File: src/rtl/div_pkg.sv
// Shared types and sizes for the sequential signed divider.
package div_pkg;

  typedef enum logic [1:0] {
    IDLE = 2'd0,
    CALC = 2'd1,
    FIX  = 2'd2
  } div_state_t;

  localparam int unsigned DIV_WIDTH = 32;
  localparam int unsigned DIV_CNT_W = $clog2(DIV_WIDTH + 1);

endpackage

File: src/rtl/div_step.sv
// One restoring-division iteration on unsigned magnitudes: shift {rem,quo} left, trial-subtract divisor.
module div_step #(
  parameter int unsigned WIDTH = 32
) (
  input  logic [WIDTH-1:0] rem,
  input  logic [WIDTH-1:0] quo,
  input  logic [WIDTH-1:0] divisor,
  output logic [WIDTH-1:0] rem_nxt,
  output logic [WIDTH-1:0] quo_nxt
);

  logic [WIDTH:0] rem_sh;
  logic [WIDTH:0] trial;

  // Partial remainder stays below divisor, so the shifted value always fits in WIDTH+1 bits.
  assign rem_sh  = {rem, quo[WIDTH-1]};
  assign trial   = rem_sh - {1'b0, divisor};
  assign rem_nxt = trial[WIDTH] ? rem_sh[WIDTH-1:0] : trial[WIDTH-1:0];
  assign quo_nxt = {quo[WIDTH-2:0], ~trial[WIDTH]};

endmodule

File: src/rtl/div_seq_unit.sv
// Iterative signed restoring divider: hi = remainder, lo = quotient, MIPS truncation semantics.
// Optional early-out for |dividend| < |divisor| is enabled by defining DIV_FAST_EN.
module div_seq_unit
  import div_pkg::*;
#(
  parameter int unsigned WIDTH = DIV_WIDTH
) (
  input  logic             clk,
  input  logic             reset,
  input  logic             start,
  input  logic [WIDTH-1:0] dividend,
  input  logic [WIDTH-1:0] divisor,
  output logic [WIDTH-1:0] hi,
  output logic [WIDTH-1:0] lo,
  output logic             busy,
  output logic             done,
  output logic             div_zero
);

  localparam int unsigned CNT_W = $clog2(WIDTH + 1);

  div_state_t       state_q;
  logic [CNT_W-1:0] cnt_q;
  logic [WIDTH-1:0] rem_q, quo_q, dvs_q;
  logic             sign_q_q, sign_r_q;
  logic [WIDTH-1:0] hi_q, lo_q;
  logic             busy_q, done_q, dz_q;

  logic [WIDTH-1:0] a_abs_c, b_abs_c;
  logic [WIDTH-1:0] rem_nxt_c, quo_nxt_c;
  logic             early_c;

  // Two's-complement magnitudes; the most negative value maps onto itself and is treated as unsigned.
  assign a_abs_c = dividend[WIDTH-1] ? WIDTH'(~dividend + 1'b1) : dividend;
  assign b_abs_c = divisor[WIDTH-1]  ? WIDTH'(~divisor + 1'b1)  : divisor;

`ifdef DIV_FAST_EN
  assign early_c = (a_abs_c < b_abs_c);
`else
  assign early_c = 1'b0;
`endif

  div_step #(.WIDTH(WIDTH)) u_step (
    .rem     (rem_q),
    .quo     (quo_q),
    .divisor (dvs_q),
    .rem_nxt (rem_nxt_c),
    .quo_nxt (quo_nxt_c)
  );

  always_ff @(posedge clk) begin
    if (reset) begin
      state_q  <= IDLE;
      cnt_q    <= '0;
      rem_q    <= '0;
      quo_q    <= '0;
      dvs_q    <= '0;
      sign_q_q <= 1'b0;
      sign_r_q <= 1'b0;
      hi_q     <= '0;
      lo_q     <= '0;
      busy_q   <= 1'b0;
      done_q   <= 1'b0;
      dz_q     <= 1'b0;
    end else begin
      done_q <= 1'b0;
      dz_q   <= 1'b0;
      unique case (state_q)
        IDLE: begin
          if (start) begin
            if (divisor == '0) begin
              done_q <= 1'b1;
              dz_q   <= 1'b1;
            end else begin
              dvs_q    <= b_abs_c;
              sign_q_q <= dividend[WIDTH-1] ^ divisor[WIDTH-1];
              sign_r_q <= dividend[WIDTH-1];
              rem_q    <= early_c ? a_abs_c : '0;
              quo_q    <= early_c ? '0 : a_abs_c;
              cnt_q    <= CNT_W'(WIDTH);
              busy_q   <= 1'b1;
              state_q  <= early_c ? FIX : CALC;
            end
          end
        end
        CALC: begin
          rem_q <= rem_nxt_c;
          quo_q <= quo_nxt_c;
          cnt_q <= cnt_q - CNT_W'(1);
          if (cnt_q == CNT_W'(1)) state_q <= FIX;
        end
        FIX: begin
          lo_q    <= sign_q_q ? WIDTH'(~quo_q + 1'b1) : quo_q;
          hi_q    <= sign_r_q ? WIDTH'(~rem_q + 1'b1) : rem_q;
          done_q  <= 1'b1;
          busy_q  <= 1'b0;
          state_q <= IDLE;
        end
        default: state_q <= IDLE;
      endcase
    end
  end

  assign hi       = hi_q;
  assign lo       = lo_q;
  assign busy     = busy_q;
  assign done     = done_q;
  assign div_zero = dz_q;

endmodule

File: config.mk
export PLATFORM = sky130hd
export DESIGN_NAME = div_seq_unit
export DESIGN_NICKNAME = d
export VERILOG_FILES = /design/src/rtl/div_pkg.sv /design/src/rtl/div_step.sv /design/src/rtl/div_seq_unit.sv
export SDC_FILE = /design/constraint.sdc
export NUM_CORES = 1
export LEC_CHECK = 0
export CAP_MARGIN = 20
export CORE_MARGIN = 2
export CORE_UTILIZATION = 40
export DETAILED_ROUTE_END_ITERATION = 8
export MAX_ROUTING_LAYER = met4
export PLACE_DENSITY_LB_ADDON = 0.2
export SLEW_MARGIN = 5
export SYNTH_ARGS = -nofsm -noshare
export SYNTH_HDL_FRONTEND = slang
export SYNTH_SLANG_ARGS = --single-unit
export TNS_END_PERCENT = 20
File: constraint.sdc
create_clock -name clk -period 4.22 [get_ports clk]
set_clock_uncertainty 0.15 [all_clocks]
set_input_delay 0.844 -clock clk [delete_from_list [all_inputs] [get_ports clk]]
set_output_delay 0.844 -clock clk [all_outputs]
set_load 0.02 [all_outputs]
==> impl_metrics.ini <==
[setup_path]
worstPathRequired_ns = 4.40
cp_top_family = simple AND/OR/NAND/NOR gates
crit_start = quo_q[31]
worst-path-buf-inv = 2
critPathCaptureType = flip-flop
cpMaxStageDelayCell = and3_1
regToRegStartpoint = quo_q[31]
worstSetupPathType = reg -> reg
critPathMaxStageDelay_ns = 0.57
path_max_fanout = 15
crit_chain = inv_1, ha_1, fa_1, nand2b_1, a21oi_1, o211ai_1, nand2_1, a311o_1, and3_1, nor2_2, buf_12, a31o_1
start_kind = flip-flop
crit_arrival_ns = 3.92

[power]
ir_worst_vdd_v = 0.000252
p_leak_nw = 4.92
pwr_density_cell_nw_per_um2 = 318

[clock_network]
cts_setup_buffers = 0
cts_resized = 0
clock-root-buffer = clkbuf_16
cts_buffers = 17
cts.sinks = 173
clkSlewWorstSetupHoldPaths_ns = 0.08
clockBufferDepth = 2
insertion_delay_ns = 0.43
cts_tree = done
cts-htree-levels = 4
cts_hold_buf = 0

[sta]
slew_headroom_pct = 29.0
clock.fmax_ghz = 0.267
final_max_slew_viol_count = 0
setup_violations = 0
rsz0062_at_grt = false
period_needed_ns = 3.75
tightest_slew_ns = 1.06
setup_ws_ns = 0.473
setup_tns_ns = 0
hold_viol = 0
post-route-period-util_pct = 88.8

[detailed_routing]
wire_per_inst_um = 16.7
final_antenna_net_count = 0
via_per_inst = 5.53
finalWirelength_um = 31000
vias = 10200
firstDrtPassIters = 5
drt_iter0_drc = 915
drc = 0

[logic_synthesis]
synth-edff-count = 0
synth_top_area_cell = dfxtp_1
ys_async_sr_fraction_pct = 0
synthesis.nets = 1475
ys.flop_type = dfxtp_1
synth_area_leaders = dfxtp_1 (31%), xor2_1 (6.9%), a211oi_1 (6.3%), nor2_1 (5.7%), xnor2_1 (4.5%)
ys_ff_latch = 173
synth_commonest_cells = dfxtp_1 (173), nor2_1 (169), nand2_1 (126)
yosysWarnings = 0
post-synth-top-area-fraction_pct = 31.2
ys_types = 87
synth.most_common_cell = dfxtp_1
ys_seq_area_share_pct = 31.2
synthCells = 1369
synth.cell_area_um2 = 11100
synth.avg_cell_area_um2 = 8.11

[run]
cap_viol_max_count = 0

[global_routing]
grt.overflow.total = 0
grt.total_usage_pct = 21.8
grt_pass1_vias = 9185
antenna_found_initial = 0
grt_pass1_wl_um = 49400
grt_max_degree = 83

[floorplan]
core_area_um2 = 27600
ioPinCount = 134
std_cell_rows = 61
start_util_pct = 40.3
die_height_um = 171
die_w_um = 171
die_area_um2 = 29100

[layout]
nets = 1566
drive_gt1_share_pct = 7.33
area_growth_pct = 20.6
n_antenna_cell = 0

[placement]
numPortBuffers = 133
post-place-ws_ns = 0.199
place_congestion = 0.929
dpl.hpwl_um = 23700

[outcome]
status = finished, final reports clean

[min_path]
hold_path_class = reg -> reg
min_from = dvs_q[30]
## state kept, by name, indices dropped and copies added (netlist names), 2 cells and up
register	flops
quo_q	32
cnt_q	6
dvs_q	32
rem_q	32
lo	32
state_q	2
hi	32
## final cells by class
class / instances / area, um2
tap: 378 / 473
fill: 2706 / 14200
inverter: 50 / 188
clock inverter: 14 / 156
sequential: 173 / 3460
multi-input combinational: 1050 / 7040
timing repair buffer: 168 / 1650
clock buffer: 18 / 429
## worst reg2reg max path, delay by kind of cell, from the launching register on
kind                       cells  cell delay [ns]
AOI/OAI and AO/OA              4             1.11
and+or+nand+nor                4             1.13
adders and majority gates      2             0.64
buffers and inverters          2             0.29
DFF                            1             0.34
## routing by layer
metal  vias to the layer above  routed length, um  global-route usage (%)
li1                       5219                  -                       -
met1                      4711              16400                    34.4
met2                       278              12500                    29.3
met3                        20               1760                    2.34
met4                         0                303                    4.65
met5                         -                  0                       -
## final timing paths
path	endpoint	depth (start not counted)	slack, ns
max	rem_q[25]	12	0.47
min	dvs_q[30]	2	0.32
max reg2reg	rem_q[25]	12	0.47
min reg2reg	dvs_q[30]	2	0.32
## where the power goes
| part | total [mW] | internal (mW) | switching, mW | leakage (nW) |
|---|---|---|---|---|
| Clock | 1.57 | 0.838 | 0.731 | 0.277 |
| Combinational | 0.884 | 0.372 | 0.512 | 3.23 |
| Sequential | 1.80 | 1.71 | 0.0943 | 1.41 |
| Total | 4.26 | 2.92 | 1.34 | 4.92 |
## per-stage QoR
| step | cell area (um2) | util (%) | hold slack (ns) | instances | power, mW |
|---|---|---|---|---|---|
| global route | 13400 | 48.6 | 0.343 | 1851 | 4.47 |
| floorplan | 11100 | - | 0.282 | 1369 | 2.42 |
| finish | 13400 | 48.6 | 0.317 | 1851 | 4.26 |
| detailed placement | 12800 | 46.4 | 0.302 | 1818 | 2.71 |
| global placement | 12800 | 46.4 | 0.295 | 1818 | 2.71 |
| CTS | 13400 | 48.5 | 0.311 | 1850 | 4.28 |
## cells by family (layout without fill, tap and decap cells)
family / count (synthesis) / count (layout) / share of synthesized area, %
compound gates: 381 / 381 / 25.4
xor+xnor: 145 / 145 / 11.4
fa+ha+maj: 39 / 39 / 4.46
buf+inv: 146 / 250 / 5.63
flops: 173 / 173 / 31.2
mux: 7 / 7 / 0.631
simple gates: 478 / 478 / 21.2
## placed cells by master (no fill, tap or decap), types with 5 or more instances in the layout
| master | n |
|---|---|
| a31oi_1 | 5 |
| nor3_1 | 17 |
| and3_1 | 6 |
| o41ai_1 | 17 |
| o31ai_1 | 38 |
| nor2_1 | 168 |
| a211oi_1 | 93 |
| clkdlybuf4s50_1 | 132 |
| ha_1 | 38 |
| xor2_1 | 88 |
| xnor2_1 | 57 |
| a21boi_0 | 5 |
| or3_4 | 7 |
| nand3_1 | 20 |
| nand2_1 | 126 |
| nand4_1 | 24 |
| a221o_1 | 11 |
| nor2b_1 | 8 |
| mux2i_1 | 7 |
| inv_1 | 50 |
| and2_1 | 7 |
| o21ai_0 | 50 |
| a2111oi_0 | 13 |
| a21o_1 | 11 |
| nand3b_1 | 7 |
| buf_4 | 32 |
| dfxtp_1 | 173 |
| or3_1 | 14 |
| a222oi_1 | 11 |
| nand2b_1 | 15 |
| o211ai_1 | 26 |
| or4_1 | 13 |
| nor4_1 | 16 |
| a21oi_1 | 47 |
| clkbuf_16 | 18 |
(Power assumes the default switching activity.)
==> RTL change 1, RTL diff (config.mk and constraints unchanged) <==
Change the package constant `DIV_WIDTH` from 32 to 16.
--- a/src/rtl/div_pkg.sv
+++ b/src/rtl/div_pkg.sv
@@ -9,3 +9,3 @@
 
-  localparam int unsigned DIV_WIDTH = 32;
+  localparam int unsigned DIV_WIDTH = 16;
   localparam int unsigned DIV_CNT_W = $clog2(DIV_WIDTH + 1);
Interface: changed (resized dividend, divisor, hi and lo); port bits go from 134 to 70. No check against the original RTL was run, so the function may have changed too.
==> RTL change 1 against the original RTL <==
  * Synthesized area down 51%
  * Count of clock-buffer cells in the layout down 9
  * Sequential power decreased by 42%
  * Largest power group is now combinational logic
  * Sequential cell count down 81
  * Sequential share of layout area increased by 2.0 points
  * Power is 28% lower
  * Cell area is 51% lower
  * Setup slack better by 160 ps
  * Worst hold slack better by 28 ps
  * Wire length decreased by 57%
  * Die area fell by 50%
==> RTL change 1: results (changes against the original RTL) <==
| Metric | Value |
|---|---|
| Synthesized Nets | 727 (-51%) |
| Crit path arrival time | 3650 ps (-270 ps) |
| Share of cells above drive strength 1 | 5.38% (-2.0 points) |
| Final WL | 13,500 um (-57%) |
| Critical path capture point | quo_q[15] |
| Final #Nets | 779 (-50%) |
| Critical R2R Capture | rem_q[12] |
| Vias in the first global route | 4,614 (-50%) |
| Port buffer count | 69 (-48%) |
| Met3 usage | 3.01% (+0.67 points) |
| Post-synthesis xor/xnor area fraction | 10.7% (-0.70 points) |
| Final period util | 85.1% (-3.7 points) |
| Synth Area in Adders | 5.40% (+0.94 points) |
| Met1 Use GR | 25.6% (-8.8 points) |
| Non-clock buffer share of cell area | 11.7% (-0.56 points) |
| First-pass DRT Iterations | 6 (+1) |
| Leakage power | 2.39 nW (-51%) |
| Largest net degree at the start of global routing | 52 (-37%) |
| Logic gate share of total power | 39.2% (+18 points) |
| Layout clock area frac | 4.50% (+0.13 points) |
| Origin of the critical flop-to-flop path | dvs_q[8] |
| WL per Instance | 14.9 um (-11%) |
| Worst-path maximum fanout | 17 (+2) |
| Status | finished, final reports clean |
| CTS HTree Levels | 3 (-1) |
| Layout fillers | 1,289 (-52%) |
| Number of library cell types mapped by synthesis | 56 (-36%) |
| HP Start | lo[0] |
| Fin Hold WS | 345 ps (+27.7 ps) |
| Total track usage | 19.2% (-2.6 points) |
| Hold endpoint | lo[0] |
| Cells after Synth | 669 (-51%) |
| DP Wirelength | 10,100 um (-57%) |
| R2r worst-path depth | 9 (-3) |
| Top cells by count, synth | 92 x dfxtp_1, 89 x nor2_1, 53 x nand2_1, 46 x a211oi_1, 42 x xor2_1 |
| Dpl cells | 886 (-51%) |
| Util after Layout | 49.7% (+1.1 points) |
| Comb_multi_in | 505 (-52%) |
| Cell Int Power | 1.90 mW (-35%) |
==> RTL change 1: cell types whose count changed in the layout (fill, tap and decap cells not counted), moves of 18 or more <==
| cell | before | now |
|---|---|---|
| a211oi_1 | 93 | 46 |
| a21oi_1 | 47 | 19 |
| buf_4 | 32 | 12 |
| clkdlybuf4s50_1 | 132 | 68 |
| dfxtp_1 | 173 | 92 |
| inv_1 | 50 | 32 |
| nand2_1 | 126 | 53 |
| nor2_1 | 168 | 87 |
| o21ai_0 | 50 | 29 |
| o31ai_1 | 38 | 17 |
| xnor2_1 | 57 | 25 |
| xor2_1 | 88 | 42 |
==> RTL change 1: critical path, stage by stage <==
cell	delay, ps
clkdlybuf4s50_1	510
or4_4	560
or3_4	370
or4b_4	540
a31oi_4	290
buf_4	260
nor4_1	90
a21oi_1	110
a21oi_1	80
==> RTL change 2, RTL diff (same flow settings) <==
Made on the original files. Encoding of `div_state_t`: now one-hot (3 bits for 3 states).
--- a/src/rtl/div_pkg.sv
+++ b/src/rtl/div_pkg.sv
@@ -3,6 +3,6 @@
 
-  typedef enum logic [1:0] {
-    IDLE = 2'd0,
-    CALC = 2'd1,
-    FIX  = 2'd2
+  typedef enum logic [2:0] {
+    IDLE = 3'b001,
+    CALC = 3'b010,
+    FIX  = 3'b100
   } div_state_t;
Formal check against the unedited RTL: same outputs for any inputs over 10 cycles, from zero or initial values and one cycle with reset high; not proved beyond that.
==> RTL change 2 against the original RTL <==
  * Power is 3.9% lower
  * Synthesized area decreased by 4.6%
  * Sequential cell count grew 1
  * Wire length decreased by 7.9%
  * First-iteration DRC count down 19%
  * Setup slack worse by 51 ps
  * Cell area down 2.9%
  * Non-clock buffer count increased by 3
  * Largest cell class unchanged
==> RTL change 2: results (changes against the original RTL) <==
| Metric | Value |
|---|---|
| Final #Nets | 1,553 (-0.83%) |
| Cell Int Power | 2.88 mW (-1.3%) |
| Leakage power | 4.78 nW (-2.8%) |
| Post-synthesis xor/xnor area fraction | 12.6% (+1.1 points) |
| Synth area leaders | dfxtp_1 33%, xor2_1 10%, a211oi_1 6.4% |
| Synthesized Nets | 1,445 (-2.0%) |
| Die area | 27,800 um^2 (-4.5%) |
| Vias in the first global route | 8,710 (-5.2%) |
| Detailed Route Iter0 Violations | 744 (-19%) |
| R2r worst-path depth | 16 (+4) |
| Status | finished, final reports clean |
| Register area share after synthesis | 32.9% (+1.7 points) |
| Dpl cells | 1,762 (-3.1%) |
| Mean Syn Cell Area | 7.92 um^2 (-2.4%) |
| Synth Area in Compound Gates | 24.7% (-0.74 points) |
| Mux cell area share after synthesis | 2.08% (+1.4 points) |
| DP Wirelength | 21,500 um (-9.2%) |
| HP Start | hi[0] |
| Largest net degree at the start of global routing | 119 (+43%) |
| Hold endpoint | hi[0] |
| Synth Area in Adders | 4.67% (+0.21 points) |
| Post-Place Cell Area | 12,400 um^2 (-3.0%) |
| Placer Congestion | 0.881 (-5.2%) |
| Peak supply drop | 0.277 mV (+10%) |
| Total track usage | 21.0% (-0.78 points) |
| Layout fillers | 2,532 (-6.4%) |
| Final WL | 28,500 um (-7.9%) |
| First-pass GRT wire length | 46,700 um (-5.5%) |
## RTL change 2: final cells by class
class,instances,area [um^2],share of cell area [%]
Sequential cell,174,3480,26.8
Tap cell,335,419,3.22
Clock inverter,13,126,0.971
Multi-Input combinational cell,1032,6650,51.1
Inverter,51,191,1.47
Clock buffer,19,453,3.48
Timing Repair Buffer,171,1680,12.9
## RTL change 2: metal layers
metal	global-route usage (%)	vias to the layer above	wire length, um
met5	-	-	0
met4	4.42	0	288
met3	2.71	17	1190
met2	29.0	211	11700
met1	32.4	4395	15300
li1	-	5002	-
## RTL change 2: worst max-delay path: stages (launching register included)
cell,delay [ps]
dfxtp_1,340
inv_1,60
ha_1,230
fa_1,380
nand2b_1,190
a21oi_1,210
o41ai_1,130
a2111oi_0,420
buf_4,190
o21ai_0,70
buf_4,150
o211ai_1,160
buf_4,170
xor2_4,240
buf_12,210
mux2i_1,220
o21ai_0,100
## RTL change 2: power groups by stage
stage / combinational (mW) / sequential (mW) / clock (mW)
2_1_floorplan: 0.508 / 1.79 / 0
3_3_place_gp: 0.720 / 1.83 / 0
3_5_place_dp: 0.726 / 1.83 / 0
4_1_cts: 0.728 / 1.79 / 1.59
5_1_grt: 0.825 / 1.80 / 1.67
6_report: 0.739 / 1.79 / 1.56
## RTL change 2: logic make-up after synthesis
kind of cell | after synthesis
simple gates | 426
buf+inv | 133
compound gates | 393
flops | 174
fa+ha+maj | 39
xor+xnor | 152
mux | 22
## RTL change 2: worst max path at each step
stage	depth (start not counted)	slack, ps	start	end
after CTS	16	380	quo_q[31]	rem_q[3]
after detailed placement	10	70	dividend[12]	quo_q[29]
after global placement	11	110	dividend[13]	quo_q[27]
final	16	420	quo_q[31]	rem_q[3]
after global routing	16	80	quo_q[31]	rem_q[3]
after floorplan	15	660	quo_q[31]	rem_q[27]
